`src/rtl/down_timer.sv`:
```
// down_timer: loadable down-counter with one-shot or periodic reload and a registered tc pulse.
// Define DOWN_TIMER_PRESCALER_EN to add the prescale port and a PRE_W tick prescaler.
module down_timer #(
   parameter int unsigned WIDTH = 8,
   parameter int unsigned PRE_W = 8
) (
   input  logic             clk,
   input  logic             rst,
   input  logic             load,
   input  logic [WIDTH-1:0] load_value,
   input  logic             start,
   input  logic             stop,
   input  logic             periodic,
   input  logic             enable,
`ifdef DOWN_TIMER_PRESCALER_EN
   input  logic [PRE_W-1:0] prescale,
`endif
   output logic [WIDTH-1:0] count,
   output logic             tc,
   output logic             busy
);

   typedef enum logic [0:0] {StIdle, StRun} state_e;

   state_e           state_q, state_d;
   logic [WIDTH-1:0] count_q, count_d;
   logic [WIDTH-1:0] reload_q, reload_d;
   logic [WIDTH-1:0] eff_reload;
   logic             tc_q, tc_d;
   logic             tick;

   if (WIDTH < 1 || PRE_W < 1) begin : g_param_check
      $error("down_timer: WIDTH and PRE_W must be at least 1");
   end

`ifdef DOWN_TIMER_PRESCALER_EN
   logic [PRE_W-1:0] pre_q, pre_d;
   logic             pre_wrap;

   assign pre_wrap = (pre_q == prescale);
   assign tick     = enable & pre_wrap;

   // Held at zero outside RUN so every RUN entry starts a fresh prescale period.
   always_comb begin
      pre_d = pre_q;
      if (state_q != StRun || stop) begin
         pre_d = '0;
      end else if (enable) begin
         pre_d = pre_wrap ? '0 : pre_q + 1'b1;
      end
   end

   always_ff @(posedge clk) begin
      if (rst) begin
         pre_q <= '0;
      end else begin
         pre_q <= pre_d;
      end
   end
`else
   assign tick = enable;
`endif

   // A load in the same cycle as start supplies the reload value directly.
   assign eff_reload = load ? load_value : reload_q;

   always_comb begin
      state_d  = state_q;
      count_d  = count_q;
      reload_d = load ? load_value : reload_q;
      tc_d     = 1'b0;
      unique case (state_q)
         StIdle: begin
            if (load) begin
               count_d = load_value;
            end
            if (start) begin
               if (eff_reload != '0) begin
                  state_d = StRun;
                  count_d = eff_reload;
               end else begin
                  tc_d    = 1'b1;
                  count_d = '0;
               end
            end
         end
         StRun: begin
            // stop takes priority over a terminal-count tick in the same cycle.
            if (stop) begin
               state_d = StIdle;
            end else if (tick) begin
               if (count_q != '0) begin
                  count_d = count_q - 1'b1;
               end else begin
                  tc_d = 1'b1;
                  if (periodic) begin
                     count_d = reload_q;
                  end else begin
                     state_d = StIdle;
                  end
               end
            end
         end
         default: state_d = StIdle;
      endcase
   end

   always_ff @(posedge clk) begin
      if (rst) begin
         state_q  <= StIdle;
         count_q  <= '0;
         reload_q <= '0;
         tc_q     <= 1'b0;
      end else begin
         state_q  <= state_d;
         count_q  <= count_d;
         reload_q <= reload_d;
         tc_q     <= tc_d;
      end
   end

   assign count = count_q;
   assign tc    = tc_q;
   assign busy  = (state_q == StRun);

endmodule
```
`config.mk`:
```
export PLATFORM = sky130hd
export DESIGN_NAME = down_timer
export DESIGN_NICKNAME = d
export VERILOG_FILES = /design/src/rtl/down_timer.sv
export SDC_FILE = /design/constraint.sdc
export NUM_CORES = 1
export LEC_CHECK = 0
export ABC_AREA = 1
export CAP_MARGIN = 20
export CORE_ASPECT_RATIO = 2
export CORE_MARGIN = 4
export CORE_UTILIZATION = 31
export CTS_CLUSTER_SIZE = 14
export DETAILED_ROUTE_END_ITERATION = 10
export GPL_ROUTABILITY_DRIVEN = 0
export GPL_TIMING_DRIVEN = 1
export PLACE_DENSITY = 0.52
export SLEW_MARGIN = 20
export SYNTH_ARGS = -nofsm -noshare
export SYNTH_HDL_FRONTEND = slang
export SYNTH_SLANG_ARGS = --single-unit
```
`constraint.sdc`:
```
create_clock -name clk -period 3.6 [get_ports clk]
set_input_delay 0.36 -clock clk [delete_from_list [all_inputs] [get_ports clk]]
set_output_delay 0.36 -clock clk [all_outputs]
set_load 0.05 [all_outputs]
```
---- Word level (Yosys, flattened, before mapping) ----
Index checks and enable logic that the tools add are counted.
operators by class
  add/sub/neg operators ................... 1
  eq/ne operators ......................... 4
  mux-type cells .......................... 22
  bitwise gates (word level) .............. 1
  reductions and logical operators ........ 3
operators by type and width
  kind                 number
  $mux 8               8
  $pmux 8 s2           1
  $reduce_bool 8->1    2
  $mux 1               11
  $sub 8x1->8 const B  1
  $ne 2x2->1 const B   2
  $pmux 1 s2           2
  $reduce_and 4->1     1
  $ne 3x2->1 const B   1
  $ne 3x3->1 const B   1
  $not 1->1            1
word-level totals
  flip-flop bits (word level) ............. 18
  bits of input ports ..................... 15
  logic and storage cells ................. 35

---- Longest topological paths before layout ----
Gate-level depths: netlist of run 1.
  depth after elaboration ................. 5
  depth in mapped cells ................... 10
  gate-level depth less buffers ........... 10

---- Worst setup path after synthesis of run 1 ----
OpenSTA, ideal clock, no wires.
  path type ............................... flip-flop to flip-flop
  from .................................... reg count_q[0] (netlist: count[0])
  to ...................................... reg count_q[7] (netlist: count[7])
  library setup time ...................... 0.116 ns
  arrival time ............................ 1.744 ns
  slack ................................... 1.741 ns
  cell stages (with the launch flop) ...... 10
  buffers on the path ..................... 1
  period minus slack after synthesis ...... 1.859 ns
  cells stage by stage .................... dfxtp_1 inv_1 ha_1 inv_1 nor2_1 nand3_1 nand3_2 buf_6 nor2_1 a21oi_2
on the way
  cells in the longest elaborated chain, start to end .. 5
  elaborated cells on any way between the ends .. 8
  those cells by class .................... add/sub (1); eq/ne (1); mux (4); reduce/logical (2)
ends and longest elaborated chain
  element                                                  line    RTL
  start, declared                                          26      logic [WIDTH-1:0] count_q, count_d;
  start signal, assigned                                   116     count_q <= count_d;
  $sub 8x1->8 / $reduce_bool 8->1 (equally long branches)  93, 92
  $mux 8                                                   92      if (count_q != '0) begin
  $mux 8                                                   91      end else if (tick) begin
  $mux 8                                                   89      if (stop) begin
  $pmux 8 s2                                               72      unique case (state_q)
Parallel ways exist; a longest one is shown, timed or not. The select of a mux whose other input is x is not followed.
A chain may end at the register's enable or synchronous reset.

---- Worst setup path after layout of run 1 ----
  from .................................... reg state_q (netlist: busy)
  to ...................................... out busy
RTL lines
  element                 line  RTL
  start, declared         25    state_e state_q, state_d;
  start signal, assigned  110   state_q <= StIdle;
  start signal, assigned  115   state_q <= state_d;
  end, declared           20    output logic busy
No word-level cell between the ends.

==> results of run 1 <==
[layout by cell type (no fill, tap or decap), drive strengths merged]
master	n
a21boi	1
a21oi	7
and2	4
buf	1
clkbuf	4
clkdlybuf4s50	24
dfxtp	18
ha	2
inv	23
nand2	74
nand3	18
nand3b	1
nand4	5
nor2	57
o211ai	3
o21ai	8
or2	1
[logic make-up after synthesis]
kind of cell | share of synthesized area
adders and majority gates | 0.0194
and+or+nand+nor | 0.508
DFF | 0.279
buffers and inverters | 0.0978
AOI/OAI and AO/OA | 0.0958
[layer usage]
| layer | share of wire | vias to the layer above | GRT usage | routed length (µm) |
|---|---|---|---|---|
| met2 | 0.59 | 21 | 0.313 | 2320 |
| met4 | 0.046 | 0 | 0.0925 | 180 |
| li1 | - | 761 | - | - |
| met1 | 0.35 | 631 | 0.150 | 1370 |
| met3 | 0.017 | 15 | 0.0180 | 66 |
| met5 | 0 | - | 0 | 0 |
[through the flow]
step | total power (W) | setup WS (ns)
after floorplan | 0.000456 | 1.74
after global placement | 0.000549 | 1.43
after detailed placement | 0.000549 | 1.39
after CTS | 0.000722 | 1.61
after global routing | 0.000769 | 1.44
final | 0.000716 | 1.63
[worst reg2reg max path, stage by stage (launching register included)]
cell	delay [ns]
dfxtp_1	0.33
inv_1	0.19
ha_1	0.25
nand2_1	0.09
nor2_1	0.48
nand2_1	0.11
nand3_1	0.10
nand2_1	0.05
nor2_1	0.10
nor2_1	0.06
[registers in the layout, indices dropped and copies added (netlist names)]
name	count
busy	1
reload_q	8
count	8
tc	1
[area by class of cell]
class / count / area [µm²]
Inverter: 23 / 86.3
Fill cell: 490 / 2430
Multi-Input combinational cell: 181 / 806
Tap cell: 52 / 65.1
Clock buffer: 4 / 55.1
Timing Repair Buffer: 25 / 248
Sequential cell: 18 / 360
[Yosys cell counts]
| library cell | number |
|---|---|
| nand2_1 | 74 |
| nand4_1 | 5 |
| ha_1 | 2 |
| a21boi_4 | 1 |
| and2_1 | 4 |
| o21ai_0 | 4 |
| clkbuf_1 | 2 |
| nand3b_1 | 1 |
| inv_1 | 21 |
| a21oi_1 | 6 |
| o21ai_2 | 1 |
| buf_6 | 2 |
| nor2_1 | 57 |
| o21ai_1 | 3 |
| o211ai_1 | 3 |
| nand3_2 | 1 |
| nand3_1 | 17 |
| or2_1 | 1 |
| buf_2 | 2 |
| inv_2 | 2 |
| a21oi_2 | 1 |
| dfxtp_1 | 18 |
[path summary, 6_finish.rpt]
path	start	endpoint	slack, ns	depth (start not counted)
setup / recovery	busy	busy	1.63	2
setup reg to reg	count[0]	count[1]	1.74	9
hold reg to reg	reload_q[2]	reload_q[2]	0.58	4
hold / removal	reload_q[2]	reload_q[2]	0.58	4
[power breakdown]
group	total, W	switching, W	internal (W)
Combinational	0.000306	0.000200	0.000106
Clock	0.000174	0.0000771	0.0000974
Sequential	0.000235	0.0000166	0.000218
==> impl_metrics.ini, run 1 <==
[outcome]
outcome = completed

[worst_setup_path]
critPathMaxStageDelay_ns = 0.83
crit_chain = buf_4 -> clkdlybuf4s50_1
cp_num_buf_inv = 2
cp_top_family = buffers and inverters
crit_path_start_kind = flip-flop
crit_path_end_kind = output pin
crit_type = reg -> out
cp_slowest_cell = clkdlybuf4s50_1
critPathArrivalTime_ns = 1.61
path_max_fanout = 16
crit_required_ns = 3.24

[yosys]
synth_cells = 228
ys_top_cells_by_area = dfxtp_1, nand2_1, nor2_1
ys_seq_area_frac = 0.279
synth_cell_types = 22
syn_area_um2 = 1290
synth_seq_cells = 18
syn_area_per_cell_um2 = 5.67
synth_nets = 245
yosysTopAreaCellShare = 0.279
yosys.area.top_type = dfxtp_1
synth_warnings = 0

[route]
first_pass_iters = 6
wl_per_cell_um = 13.0
drcViolationCount = 0
routed_via_density = 4.71
num_vias = 1428
detail_route.iter0.violations = 26
drtAntennaViolNets = 0
routed_wl_um = 3940

[sta]
hold_violations = 0
drv_slew = 0
clock_skew_ns = 0.00269
setup_viol = 0
timing.hold.ws_ns = 0.580
worst_pin_slew_ns = 0.598
relSlewSlack = 0.600
fin_tns_setup_ns = 0
rsz0062_at_grt = no
fmax_mhz = 507
finalCriticalPeriod_ns = 1.97
layout_worst_path_cycle_share = 0.548

[clock_tree]
clk_latency_ns = 0.26
cts_buffers = 3
holdBufCountCts = 0
root_buffer = clkbuf_8
postCtsResizedCells = 0
clk_pin_slew_worst_paths_ns = 0.08
htree_levels = 1
cts_tree = built
cts_num_sinks = 18
post_cts_buffers = 0
clockBufferDepth = 2

[power]
leakage_nw = 0.766
ir_drop_mv = 0.198
p_per_area_nw_per_um2 = 442

[floorplan]
io_pins = 25
die_h_um = 99.3
core_um2 = 4050
die_area_um2 = 5330
fp.dieW_um = 53.7
core.rowCount = 33
start_util = 0.319

[min_path]
hp-class = reg -> reg

[grt]
track_usage = 0.163
grt_pass1_vias = 1376
grt_pass1_wl_um = 6320
antenna_found_initial = 0
grt_overflow = 0
grt_max_degree = 19

[layout]
utilization = 0.400
finalNetCount = 269
area_growth_pct = 25.4
final_layout_size_suffix_gt1_frac = 0.0438
stdcell_count = 303
finish.instance_area_um2 = 1620
insertedDiodeCount = 0

[run]
maxCapViolations = 0

[placed_design]
dp.cells = 299
io_buffer_count = 24
placed_cell_area_um2 = 1570
dp.final_hpwl_um = 3270
Note: power is estimated with default switching activity, not from simulation.
==> run 2: changes to the inputs <==
--- a/config.mk
+++ b/config.mk
@@ -14,7 +14,7 @@
 export DETAILED_ROUTE_END_ITERATION = 10
 export GPL_ROUTABILITY_DRIVEN = 0
 export GPL_TIMING_DRIVEN = 1
-export PLACE_DENSITY = 0.52
+export PLACE_DENSITY = 0.54
 export SLEW_MARGIN = 20
 export SYNTH_ARGS = -nofsm -noshare
 export SYNTH_HDL_FRONTEND = slang
==> constraint.sdc (replaced) <==
create_clock -name clk -period 1.8 [get_ports clk]
set_input_delay 0.18 -clock clk [delete_from_list [all_inputs] [get_ports clk]]
set_output_delay 0.18 -clock clk [all_outputs]
set_load 0.05 [all_outputs]
==> impl_metrics.ini, run 2 (same netlist as run 1, synthesis figures left out) <==
[outcome]
outcome = completed

[worst_setup_path]
cp_top_family = buffers and inverters
crit_required_ns = 1.62
cp_slowest_cell = clkdlybuf4s50_1
critPathArrivalTime_ns = 1.51
critPathMaxStageDelay_ns = 0.83
crit_chain = clkdlybuf4s50_1
path_max_fanout = 5
crit_type = reg -> out
cp_num_buf_inv = 1
crit_path_end_kind = output pin
crit_path_start_kind = flip-flop

[power]
p_per_area_nw_per_um2 = 864
leakage_nw = 0.798
ir_drop_mv = 0.415
fin_total_pwr_w = 0.00144

[route]
num_vias = 1458
routed_via_density = 4.72
routed_wl_um = 3820
detail_route.iter0.violations = 31
first_pass_iters = 4
drtAntennaViolNets = 0
drcViolationCount = 0
wl_per_cell_um = 12.4

[layout]
insertedDiodeCount = 0
area_growth_pct = 29.3
fillerInstances = 492
multi_input_area_um2 = 813
final_common_cell = nand2_1
layout_common_cells = nand2_1, nor2_1, clkdlybuf4s50_1, inv_1
seq_area_um2 = 362
finalNetCount = 275
final_layout_size_suffix_gt1_frac = 0.0739

[clock_tree]
holdBufCountCts = 0
postCtsResizedCells = 0
cts_buffers = 3
clockBufferDepth = 2
clk_pin_slew_worst_paths_ns = 0.08
cts_num_sinks = 18
clk_latency_ns = 0.26
post_cts_buffers = 0
cts_tree = built
htree_levels = 1
root_buffer = clkbuf_8

[grt]
track_usage = 0.162
grt_overflow = 0
grt_pass1_wl_um = 6510
grt_max_degree = 18
grt_pass1_vias = 1466
antenna_found_initial = 0

[floorplan]
die_area_um2 = 5330
core_um2 = 4050
io_pins = 25
start_util = 0.319
die_h_um = 99.3
fp.dieW_um = 53.7
core.rowCount = 33

[placed_design]
dp.final_hpwl_um = 3220
io_buffer_count = 24

[min_path]
hp-class = reg -> reg

[sta]
relSlewSlack = 0.667
fin_tns_setup_ns = 0
clock_skew_ns = 0.00759
rsz0062_at_grt = no
hold_violations = 0
worst_pin_slew_ns = 0.497
setup_viol = 0
finalCriticalPeriod_ns = 1.69
fmax_mhz = 591
drv_slew = 0
layout_worst_path_cycle_share = 0.940

[run]
maxCapViolations = 0
run 2: changes by cell type in the layout (fill, tap and decap cells not counted), sizes merged:
cell           delta
buf               +7
clkdlybuf4s50     -1
run 2: report_power, final:
| group | total, W | leakage (nW) | switching (W) | internal (W) |
|---|---|---|---|---|
| clock | 0.000341 | 0.0288 | 0.000147 | 0.000194 |
| combinational | 0.000631 | 0.620 | 0.000403 | 0.000228 |
| sequential | 0.000473 | 0.150 | 0.0000349 | 0.000438 |
| total | 0.00144 | 0.798 | 0.000584 | 0.000860 |
run 2: layout make-up:
cell class / instances / share of cell area
Clock buffer: 4 / 0.0329
Inverter: 23 / 0.0516
Multi-Input combinational cell: 181 / 0.487
Sequential cell: 18 / 0.216
Tap cell: 52 / 0.0389
Timing Repair Buffer: 31 / 0.174
run 2: final timing paths:
check	slack, ns	from	cells after the start	end
min reg2reg	0.58	reload_q[7]	4	count[7]
min	0.58	reload_q[7]	4	count[7]
max reg2reg	0.25	count[0]	9	count[2]
max	0.11	count[4]	1	count[4]
run 2: worst reg2reg max path, delay by kind of cell (launching register included):
| kind | cells | cell delay, ns |
|---|---|---|
| and+or+nand+nor | 6 | 0.76 |
| DFF | 1 | 0.33 |
| adders and majority gates | 1 | 0.22 |
| buffers and inverters | 2 | 0.16 |
run 2: through the flow:
| step | utilization | area, µm² | instances | hold WS, ns | setup slack (ns) |
|---|---|---|---|---|---|
| 2_1_floorplan | - | 1290 | 228 | 0.332 | 0.0434 |
| 3_3_place_gp | 0.398 | 1610 | 305 | 0.586 | 0.0772 |
| 3_5_place_dp | 0.398 | 1610 | 305 | 0.579 | 0.0761 |
| 4_1_cts | 0.411 | 1660 | 309 | 0.589 | 0.0775 |
| 5_1_grt | 0.413 | 1670 | 309 | 0.635 | 0.0332 |
| 6_report | 0.413 | 1670 | 309 | 0.584 | 0.108 |
run 2: metal layers:
layer / track usage / up-vias / part of all wire / wire, µm
met5: 0 / - / 0 / 0
met4: 0.0768 / 0 / 0.026 / 101
met3: 0.0135 / 6 / 0.022 / 84
met2: 0.318 / 24 / 0.59 / 2270
met1: 0.153 / 660 / 0.36 / 1370
li1: - / 768 / - / -
